===== config.mk =====
export PLATFORM = sky130hd
export DESIGN_NAME = serial_adder
export DESIGN_NICKNAME = d
export VERILOG_FILES = /design/src/rtl/serial_adder.sv
export SDC_FILE = /design/constraint.sdc
export NUM_CORES = 1
export LEC_CHECK = 0
export CAP_MARGIN = 40
export CORE_AREA = 2 2 60 62
export CTS_CLUSTER_SIZE = 16
export DETAILED_ROUTE_END_ITERATION = 8
export DIE_AREA = 0 0 62 64
export HOLD_SLACK_MARGIN = 0.1
export PLACE_DENSITY = 0.84
export SKIP_CTS_REPAIR_TIMING = 1
export SLEW_MARGIN = 5
export SYNTH_ARGS = -nofsm -noshare
export SYNTH_HDL_FRONTEND = slang
export SYNTH_SLANG_ARGS = --single-unit

===== constraint.sdc =====
create_clock -name clk -period 4.9 [get_ports clk]
set_clock_uncertainty 0.2 [all_clocks]
set_input_delay 0.735 -clock clk [delete_from_list [all_inputs] [get_ports clk]]
set_output_delay 0.735 -clock clk [all_outputs]
set_load 0.02 [all_outputs]

===== src/rtl/serial_adder.sv =====
// Bit-serial LSB-first adder: one full-adder cell and one carry flop.
// It processes one bit per clock over WIDTH cycles and uses a start/done handshake.
module serial_adder #(
    parameter int WIDTH = 8
) (
    input  logic             clk,
    input  logic             rst_n,
    input  logic             start,
    input  logic [WIDTH-1:0] A,
    input  logic [WIDTH-1:0] B,
    output logic             busy,
    output logic             done,
    output logic [WIDTH-1:0] Sum,
    output logic             Cout
);

    localparam int CW = (WIDTH > 1) ? $clog2(WIDTH) : 1;

    typedef enum logic [1:0] {
        IDLE = 2'd0,
        RUN  = 2'd1,
        DONE = 2'd2
    } state_t;

    state_t           r_state;
    state_t           w_next;
    logic [WIDTH-1:0] r_ra;
    logic [WIDTH-1:0] r_rb;
    logic [WIDTH-1:0] r_ws;
    logic [WIDTH-1:0] r_sum;
    logic [CW-1:0]    r_cnt;
    logic             r_c;
    logic             r_cout;
    logic             r_busy;
    logic             r_done;
    logic             w_s;
    logic             w_c;
    logic             w_last;
    logic             w_load;

    // The exit edge of DONE also accepts start, giving a WIDTH+1 cycle issue interval.
    always_comb begin
        w_s    = r_ra[0] ^ r_rb[0] ^ r_c;
        w_c    = (r_ra[0] & r_rb[0]) | (r_ra[0] & r_c) | (r_rb[0] & r_c);
        w_last = (r_cnt == CW'(WIDTH - 1));
        w_load = start && ((r_state == IDLE) || (r_state == DONE));
        w_next = r_state;
        case (r_state)
            IDLE:    if (start) w_next = RUN;
            RUN:     if (w_last) w_next = DONE;
            DONE:    w_next = start ? RUN : IDLE;
            default: w_next = IDLE;
        endcase
    end

    always_ff @(posedge clk or negedge rst_n) begin
        if (!rst_n) begin
            r_state <= IDLE;
            r_busy  <= 1'b0;
            r_done  <= 1'b0;
        end else begin
            r_state <= w_next;
            r_busy  <= (w_next == RUN);
            r_done  <= (w_next == DONE);
        end
    end

    always_ff @(posedge clk or negedge rst_n) begin
        if (!rst_n) begin
            r_ra   <= '0;
            r_rb   <= '0;
            r_ws   <= '0;
            r_cnt  <= '0;
            r_c    <= 1'b0;
            r_sum  <= '0;
            r_cout <= 1'b0;
        end else if (w_load) begin
            r_ra  <= A;
            r_rb  <= B;
            r_ws  <= '0;
            r_cnt <= '0;
            r_c   <= 1'b0;
        end else if (r_state == RUN) begin
            r_ra  <= {1'b0, r_ra[WIDTH-1:1]};
            r_rb  <= {1'b0, r_rb[WIDTH-1:1]};
            r_ws  <= {w_s, r_ws[WIDTH-1:1]};
            r_cnt <= r_cnt + CW'(1);
            r_c   <= w_c;
            if (w_last) begin
                r_sum  <= {w_s, r_ws[WIDTH-1:1]};
                r_cout <= w_c;
            end
        end
    end

    assign busy = r_busy;
    assign done = r_done;
    assign Sum  = r_sum;
    assign Cout = r_cout;

endmodule


---- Word level (Yosys, flattened, before mapping) ----
Cells that the tools add are included.
storage, ports and cells
  flip-flop bits (word level) ............. 41
  output and inout bits ................... 11
  input port bits ......................... 19
  word-level logic and storage cells ...... 43
operators by class
  muxes and demuxes ....................... 14
  eq/ne operators ......................... 5
  reductions and logical operators ........ 5
  $add $sub $neg .......................... 1
  bitwise logic cells ..................... 8
operators with widths
  kind                 number
  $mux 8               6
  $mux 3               2
  $pmux 2 s3           1
  $eq 2x1->1 const B   2
  $eq 2x2->1 const B   2
  $mux 2               2
  $add 3x1->3 const B  1
  $and 1x1->1          3
  $eq 3x3->1 const B   1
  $mux 1               3
  $reduce_and 3->1     1
  $logic_not 2->1      1
  $or 1x1->1           2
  $reduce_bool 2->1    1
  $xor 1x1->1          2
  $logic_and 1x1->1    1
  $logic_or 1x1->1     1
  $not 1->1            1

---- Logic depth before layout (Yosys ltp) ----
Gate-level depths: netlist of run 1.
  depth in word-level cells ............... 5
  depth in mapped cells ................... 5
  mapped depth without buffers ............ 4

---- Least setup slack after synthesis of run 1 ----
No wires, ideal clock.
  path type ............................... reg-to-reg
  start point ............................. reg r_cnt[0]
  end point ............................... reg r_cout, in the netlist Cout
  stages on the path, launching flop included .. 6
  path slack .............................. 3.278 ns
  data arrival time ....................... 1.297 ns
  clock period less this slack ............ 1.622 ns
  cell sequence ........................... dfrtp_1 -> ha_1 -> ha_1 -> nand2_2 -> buf_6 -> mux2_4
between the ends
  longest elaborated chain between the ends .. 2
RTL lines
  what                               line  text
  start: declaration                 31    logic [CW-1:0] r_cnt;
  start signal: assignment           87    r_cnt <= r_cnt + CW'(1);
  $eq 3x3->1                         45    w_last = (r_cnt == CW'(WIDTH - 1));
  $reduce_and 3->1 (no source line)  -
  end signal: assignment             91    r_cout <= w_c;
  end: declaration                   33    logic r_cout;
Every way passes these cells.
A chain may end at the register's enable or synchronous reset.

---- Worst setup path after layout of run 1 ----
  start point ............................. in start
  end point ............................... reg r_rb[7]
between the ends
  longest elaborated chain between the ends .. 2
RTL lines
  what                                         line  text
  start: declaration                           8     input logic start,
  $logic_and 1x1->1 *                          46    w_load = start && ((r_state == IDLE) || (r_state == DONE));
  $mux 8 or $reduce_bool 2->1 (tied branches)  -
  end signal: assignment                       85    r_rb <= {1'b0, r_rb[WIDTH-1:1]};
  end: declaration                             28    logic [WIDTH-1:0] r_rb;
Mark *: on every way between the ends. The rest lies on a longest branch, timed or not.

==> impl_metrics.toml, run 1 <==
[outcome]
status = "finished clean"

[synthesis]
avgSynthCellArea_um2 = 12.5
seq_area_frac_synth_pct = 56.8
synth_area_mm2 = 0.00176
synth_nets = 163
yosys_warnings = 0
synth_cells = 141
synth.distinct_cells = 25
synth-seq-cells = 40

[grt]
grt.total_usage_pct = 18.0
gr-total-overflow = 0
grt_max_degree = 41
grt_pass1_wl_mm = 5.24
grt_pass1_vias = 1164
antenna_found_initial = 0

[timing]
fin_crit_sh_pct = 51.5
relSlewSlack_pct = 43.2
tns_ps = 0
holdWs_ps = 293
finalSetupViolCount = 0
finalHoldViolations = 0
fin_crit_ps = 2520
worst_pin_slew_ps = 851
clock.fmax_ghz = 0.396
drv_slew = 0
rsz0062_at_grt = "no"

[worst_setup_path]
cp_max_fo = 16
crit_path_start_kind = "input pin"
cp_slowest_stage_delay_ps = 780
crit_type = "input pin to flip-flop"
worstPathArrival_ps = 2560
crit_required_ps = 4930
end_kind = "flip-flop"
crit_slowest_cell = "clkdlybuf4s50_1"
cp_cell_sequence = "clkdlybuf4s50_1 -> nor2b_1 -> nor2_2 -> a22o_1"

[final_layout]
utilization_pct = 64.1
drive_above_1_share_pct = 13.7
final_area_mm2 = 0.00210
fillers = 272
layout_commonest_cell = "dfrtp_1"
antenna_cells = 0
area_growth_pct = 19.4
fin_nets = 190
layout_common_cells = "40 x dfrtp_1, 28 x clkdlybuf4s50_1, 12 x a22o_1"

[die]
die_x_um = 62
core_region_area_mm2 = 0.00328
dieArea_mm2 = 0.00397
start_util_pct = 53.7
die_h_um = 64
ios = 30
rows = 21

[placement]
place.gp.congestion = 0.723
placed_cell_area_mm2 = 0.00206
port_buffers = 29
dp_hpwl_mm = 2.21

[power_and_ir_drop]
p_leak_nw = 0.923
p_sw_w = 0.000453
comb_power_share_pct = 41.4
sw_frac_of_total_pct = 35.4
vdd_drop_max_uv = 255
p_int_w = 0.000828
power_density_mw_per_mm2 = 609
p_clk_share_pct = 11.7
power.share.sequential_pct = 46.9

[routing]
vias = 1186
dr.first_iter.drc_count = 51
wl_mm = 3.04
ant_nets = 0
drc = 0
wl_per_cell_um = 14.2
drt_first_pass_iters = 4
via_per_inst = 5.54

[worst_hold_path]
min_path_type = "input pin to asynchronous set/reset pin"

[cts]
numCtsBuffers = 5
cts-root-buf = "clkbuf_4"
cts_tree = "built"
ctsHtreeMaxLevel = 2
cts.sinks = 40
path_clk_slew_ps = 110
clock_latency_ps = 340
cts.path.max_buffers = 2

[job]
cap_violations = 0
## routing by layer
| layer | vias up | share of wire (%) | GRT usage (%) | wire, µm |
|---|---|---|---|---|
| met5 | - | 0 | 0 | 0 |
| met4 | 0 | 2.0 | 8.24 | 60 |
| met3 | 9 | 5.1 | 5.26 | 154 |
| met2 | 40 | 49 | 27.7 | 1490 |
| met1 | 572 | 44 | 22.9 | 1330 |
| li1 | 565 | - | - | - |
## synthesized netlist by cell type
cell type / count / share of area (%)
xnor2_1: 1 / 0.50
buf_1: 1 / 0.21
nor2_1: 9 / 1.9
nor2b_1: 8 / 2.8
o21ai_0: 3 / 0.85
mux2_4: 8 / 6.8
nand2_2: 1 / 0.36
clkbuf_1: 2 / 0.43
inv_1: 2 / 0.43
a21oi_1: 6 / 1.7
dfrtp_1: 40 / 57
nand2b_1: 2 / 0.71
nor3_1: 8 / 2.3
ha_1: 2 / 1.4
nand3_1: 1 / 0.28
buf_4: 1 / 0.43
a22o_1: 12 / 6.0
fa_1: 1 / 1.1
buf_2: 5 / 1.4
a211oi_1: 6 / 2.6
nor2_2: 1 / 0.36
buf_6: 1 / 0.64
mux2i_1: 7 / 4.0
o22ai_1: 8 / 2.8
mux2_2: 5 / 3.2
## worst max-delay path: cells and delay by family
kind	cells	cell delay, ps
buffers and inverters	1	780
AND/OR/NAND/NOR	2	810
AO/OA/AOI/OAI	1	230
## power groups by stage
stage	Clock [W]	Combinational, W	Sequential [W]
6_report	0.000150	0.000530	0.000601
5_1_grt	0.000169	0.000590	0.000623
4_1_cts	0.000153	0.000537	0.000602
3_5_place_dp	0	0.000536	0.000610
3_3_place_gp	0	0.000509	0.000598
2_1_floorplan	0	0.000375	0.000602
## area by class of cell
cell class                 instances  area (µm²)  area share [%]
tap                               46        57.6            2.73
clock inverter                     1        5.00           0.238
multi-input combinational         89         699            33.2
sequential                        40        1000            47.6
timing repair buffer              30         293            13.9
inverter                           2        7.51           0.357
clock buffer                       6        41.3            1.96
## metrics by stage
stage	cells	total power [W]	setup WS (ps)
after global routing	214	0.00138	2250
after global placement	206	0.00111	2120
after floorplan	141	0.000977	3280
after CTS	214	0.00129	2370
after detailed placement	207	0.00115	2000
final	214	0.00128	2380
## path summary, 6_finish.rpt
check                                     start  depth (start not counted)             endpoint  slack, ps
min reg2reg                  Sum[1]$_DFFE_PN0P_                          1   Sum[1]$_DFFE_PN0P_        320
max                                       start                          4  r_rb[7]$_DFFE_PN0P_       2380
min in group clk             Sum[1]$_DFFE_PN0P_                          1   Sum[1]$_DFFE_PN0P_        320
max reg2reg                r_state[0]$_DFF_PN0_                          4     Cout$_DFFE_PN0P_       2490
max in group asynchronous                 rst_n                          1  r_ra[0]$_DFFE_PN0P_       3670
min                                       rst_n                          1  r_rb[5]$_DFFE_PN0P_        290
## logic make-up (layout without fill, tap and decap cells)
logic type               after synthesis  in the layout  share of synthesized area (%)
flip-flops                            40             40                           56.8
AO/OA/AOI/OAI                         35             35                           13.9
AND/OR/NAND/NOR                       30             30                           8.73
multiplexers                          20             20                           14.0
buffers and inverters                 12             39                           3.55
adder cells (fa/ha/maj)                3              3                           2.55
XOR/XNOR                               1              1                          0.497
## registers in the layout, indices dropped and copies added (netlist names)
signal	cells
r_ra	8
r_c	1
r_cnt	3
busy	1
Sum	8
r_state	2
Cout	1
r_ws	7
done	1
r_rb	8
(Power assumes the default switching activity.)
==> run 2: changes to the inputs <==
--- a/config.mk
+++ b/config.mk
@@ -6,12 +6,12 @@
 export NUM_CORES = 1
 export LEC_CHECK = 0
 export CAP_MARGIN = 40
-export CORE_AREA = 2 2 60 62
+export CORE_AREA = 2 2 65 67
 export CTS_CLUSTER_SIZE = 16
 export DETAILED_ROUTE_END_ITERATION = 8
-export DIE_AREA = 0 0 62 64
+export DIE_AREA = 0 0 67 69
 export HOLD_SLACK_MARGIN = 0.1
-export PLACE_DENSITY = 0.84
+export PLACE_DENSITY = 0.76
 export SKIP_CTS_REPAIR_TIMING = 1
 export SLEW_MARGIN = 5
 export SYNTH_ARGS = -nofsm -noshare
==> constraint.sdc (replaced) <==
create_clock -name clk -period 2.05 [get_ports clk]
set_clock_uncertainty 0.2 [all_clocks]
set_input_delay 0.3075 -clock clk [delete_from_list [all_inputs] [get_ports clk]]
set_output_delay 0.3075 -clock clk [all_outputs]
set_load 0.02 [all_outputs]
==> run 2 against run 1 <==
Critical endpoint is now Sum[0]$_DFFE_PN0P_; largest cell class unchanged; largest power group unchanged; register-to-register slack worse by 2300 ps; critical path depth unchanged; final cell count up 4.7%; sequential share of layout area fell by 2.1 points.
==> impl_metrics.toml, run 2 (synthesis gave the netlist of run 1 again) <==
[worst_setup_path]
crit_type = "flip-flop to flip-flop"
rrSetupSlack_ps = 220
crit_slowest_cell = "dfrtp_1"
r2r_cells = 4
cp_slowest_stage_delay_ps = 420
worst_r2r_endpoint = "Sum[0]$_DFFE_PN0P_"
crit_required_ps = 2020
reg2reg_from = "r_cnt[0]$_DFFE_PN0P_"
cp_cell_sequence = "ha_1 -> ha_1 -> nand2_2 -> mux2_2"
worstPathArrival_ps = 1800
end_kind = "flip-flop"
path_common_cell = "ha_1"
cp_max_fo = 11
crit_path_start_kind = "flip-flop"
crit_start = "r_cnt[0]$_DFFE_PN0P_"
endpoint = "Sum[0]$_DFFE_PN0P_"

[die]
die_x_um = 67
ios = 30
core_region_area_mm2 = 0.00391
dieArea_mm2 = 0.00462
die_h_um = 69
start_util_pct = 45.0
rows = 23

[grt]
antenna_found_initial = 0
grt.total_usage_pct = 16.1
grt_pass1_vias = 1209
gr-total-overflow = 0
grt_pass1_wl_mm = 5.63
grt_max_degree = 24

[routing]
dr.first_iter.drc_count = 83
wl_per_cell_um = 15.1
vias = 1222
drc = 0
via_per_inst = 5.46
drt_first_pass_iters = 6
wl_mm = 3.39
ant_nets = 0

[cts]
path_clk_slew_ps = 70
cts.path.max_buffers = 2
clock_latency_ps = 280
cts-root-buf = "clkbuf_8"
cts.sinks = 40
ctsHtreeMaxLevel = 2
numCtsBuffers = 5
cts_tree = "built"

[power_and_ir_drop]
power_density_mw_per_mm2 = 1470
vdd_drop_max_uv = 613
p_leak_nw = 0.969

[worst_hold_path]
min_path_type = "input pin to asynchronous set/reset pin"

[job]
cap_violations = 0

[timing]
fin_crit_ps = 1830
fin_crit_sh_pct = 89.3
drv_slew = 0
rsz0062_at_grt = "no"
relSlewSlack_pct = 67.3
finalHoldViolations = 0
finalSetupViolCount = 0
setup_ws_ps = 219
tns_ps = 0
clock.fmax_ghz = 0.546
worst_pin_slew_ps = 490

[placement]
dp_hpwl_mm = 2.40
place.gp.congestion = 0.793
port_buffers = 29
dp_slack_ps = 205
dp_cells = 216

[final_layout]
drive_above_1_share_pct = 16.1
area_growth_pct = 24.8
fin_nets = 196
final_cells = 224
antenna_cells = 0
layout_commonest_cell = "dfrtp_1"
layout_common_cells = "40 x dfrtp_1, 28 x clkdlybuf4s50_1, 12 x a22o_1"

[outcome]
status = "finished clean"
==> run 2: cell types whose count changed in the layout (fill, tap and decap cells not counted), sizes merged <==
cell and delta:
buf +5, dlygate4sd3 +1
==> run 2: layout make-up <==
type	count	area, µm²
inverters	2	7.51
clock buffers	6	72.6
fillers	329	1710
multi-input cells	89	699
well taps	50	62.6
repair buffers	36	353
clock inverters	1	5.00
flip-flops and latches	40	1000
==> run 2: per-layer routing <==
metal	part of all wire [%]	track usage, %	up-vias
met1	45	21.7	613
met4	0.62	5.67	0
met5	0	0	-
li1	-	-	573
met3	5.4	4.73	2
met2	49	24.5	34
==> run 2: worst min-delay path by stage <==
stage / depth (start not counted) / slack (ps) / endpoint
after detailed placement: 1 / 100 / Sum[1]$_DFFE_PN0P_
after floorplan: 0 / -190 / Cout$_DFFE_PN0P_
after global placement: 1 / 80 / r_ws[3]$_DFFE_PN0P_
after global routing: 1 / 330 / Sum[6]$_DFFE_PN0P_
after CTS: 1 / -210 / Sum[1]$_DFFE_PN0P_
final: 2 / 310 / Sum[1]$_DFFE_PN0P_
==> run 2: stage by stage <==
step	instance area [µm²]	hold slack [ps]	total power (W)	utilization, %
floorplan	1760	-188	0.00233	-
global placement	2110	81.0	0.00270	54.0
detailed placement	2110	98.9	0.00278	54.0
CTS	2190	-213	0.00327	56.0
global route	2200	331	0.00348	56.2
finish	2200	313	0.00324	56.2
==> run 2: critical path, delay by kind of cell, from the launching register on <==
kind                       cells  cell delay [ps]
DFF                            1              420
muxes                          1              370
and+or+nand+nor                1              280
adders and majority gates      2              450
==> run 2: where the power goes <==
group	switching [W]	internal (W)
sequential	0.000245	0.00114
combinational	0.000632	0.000742
clock	0.000249	0.000231
total	0.00113	0.00212
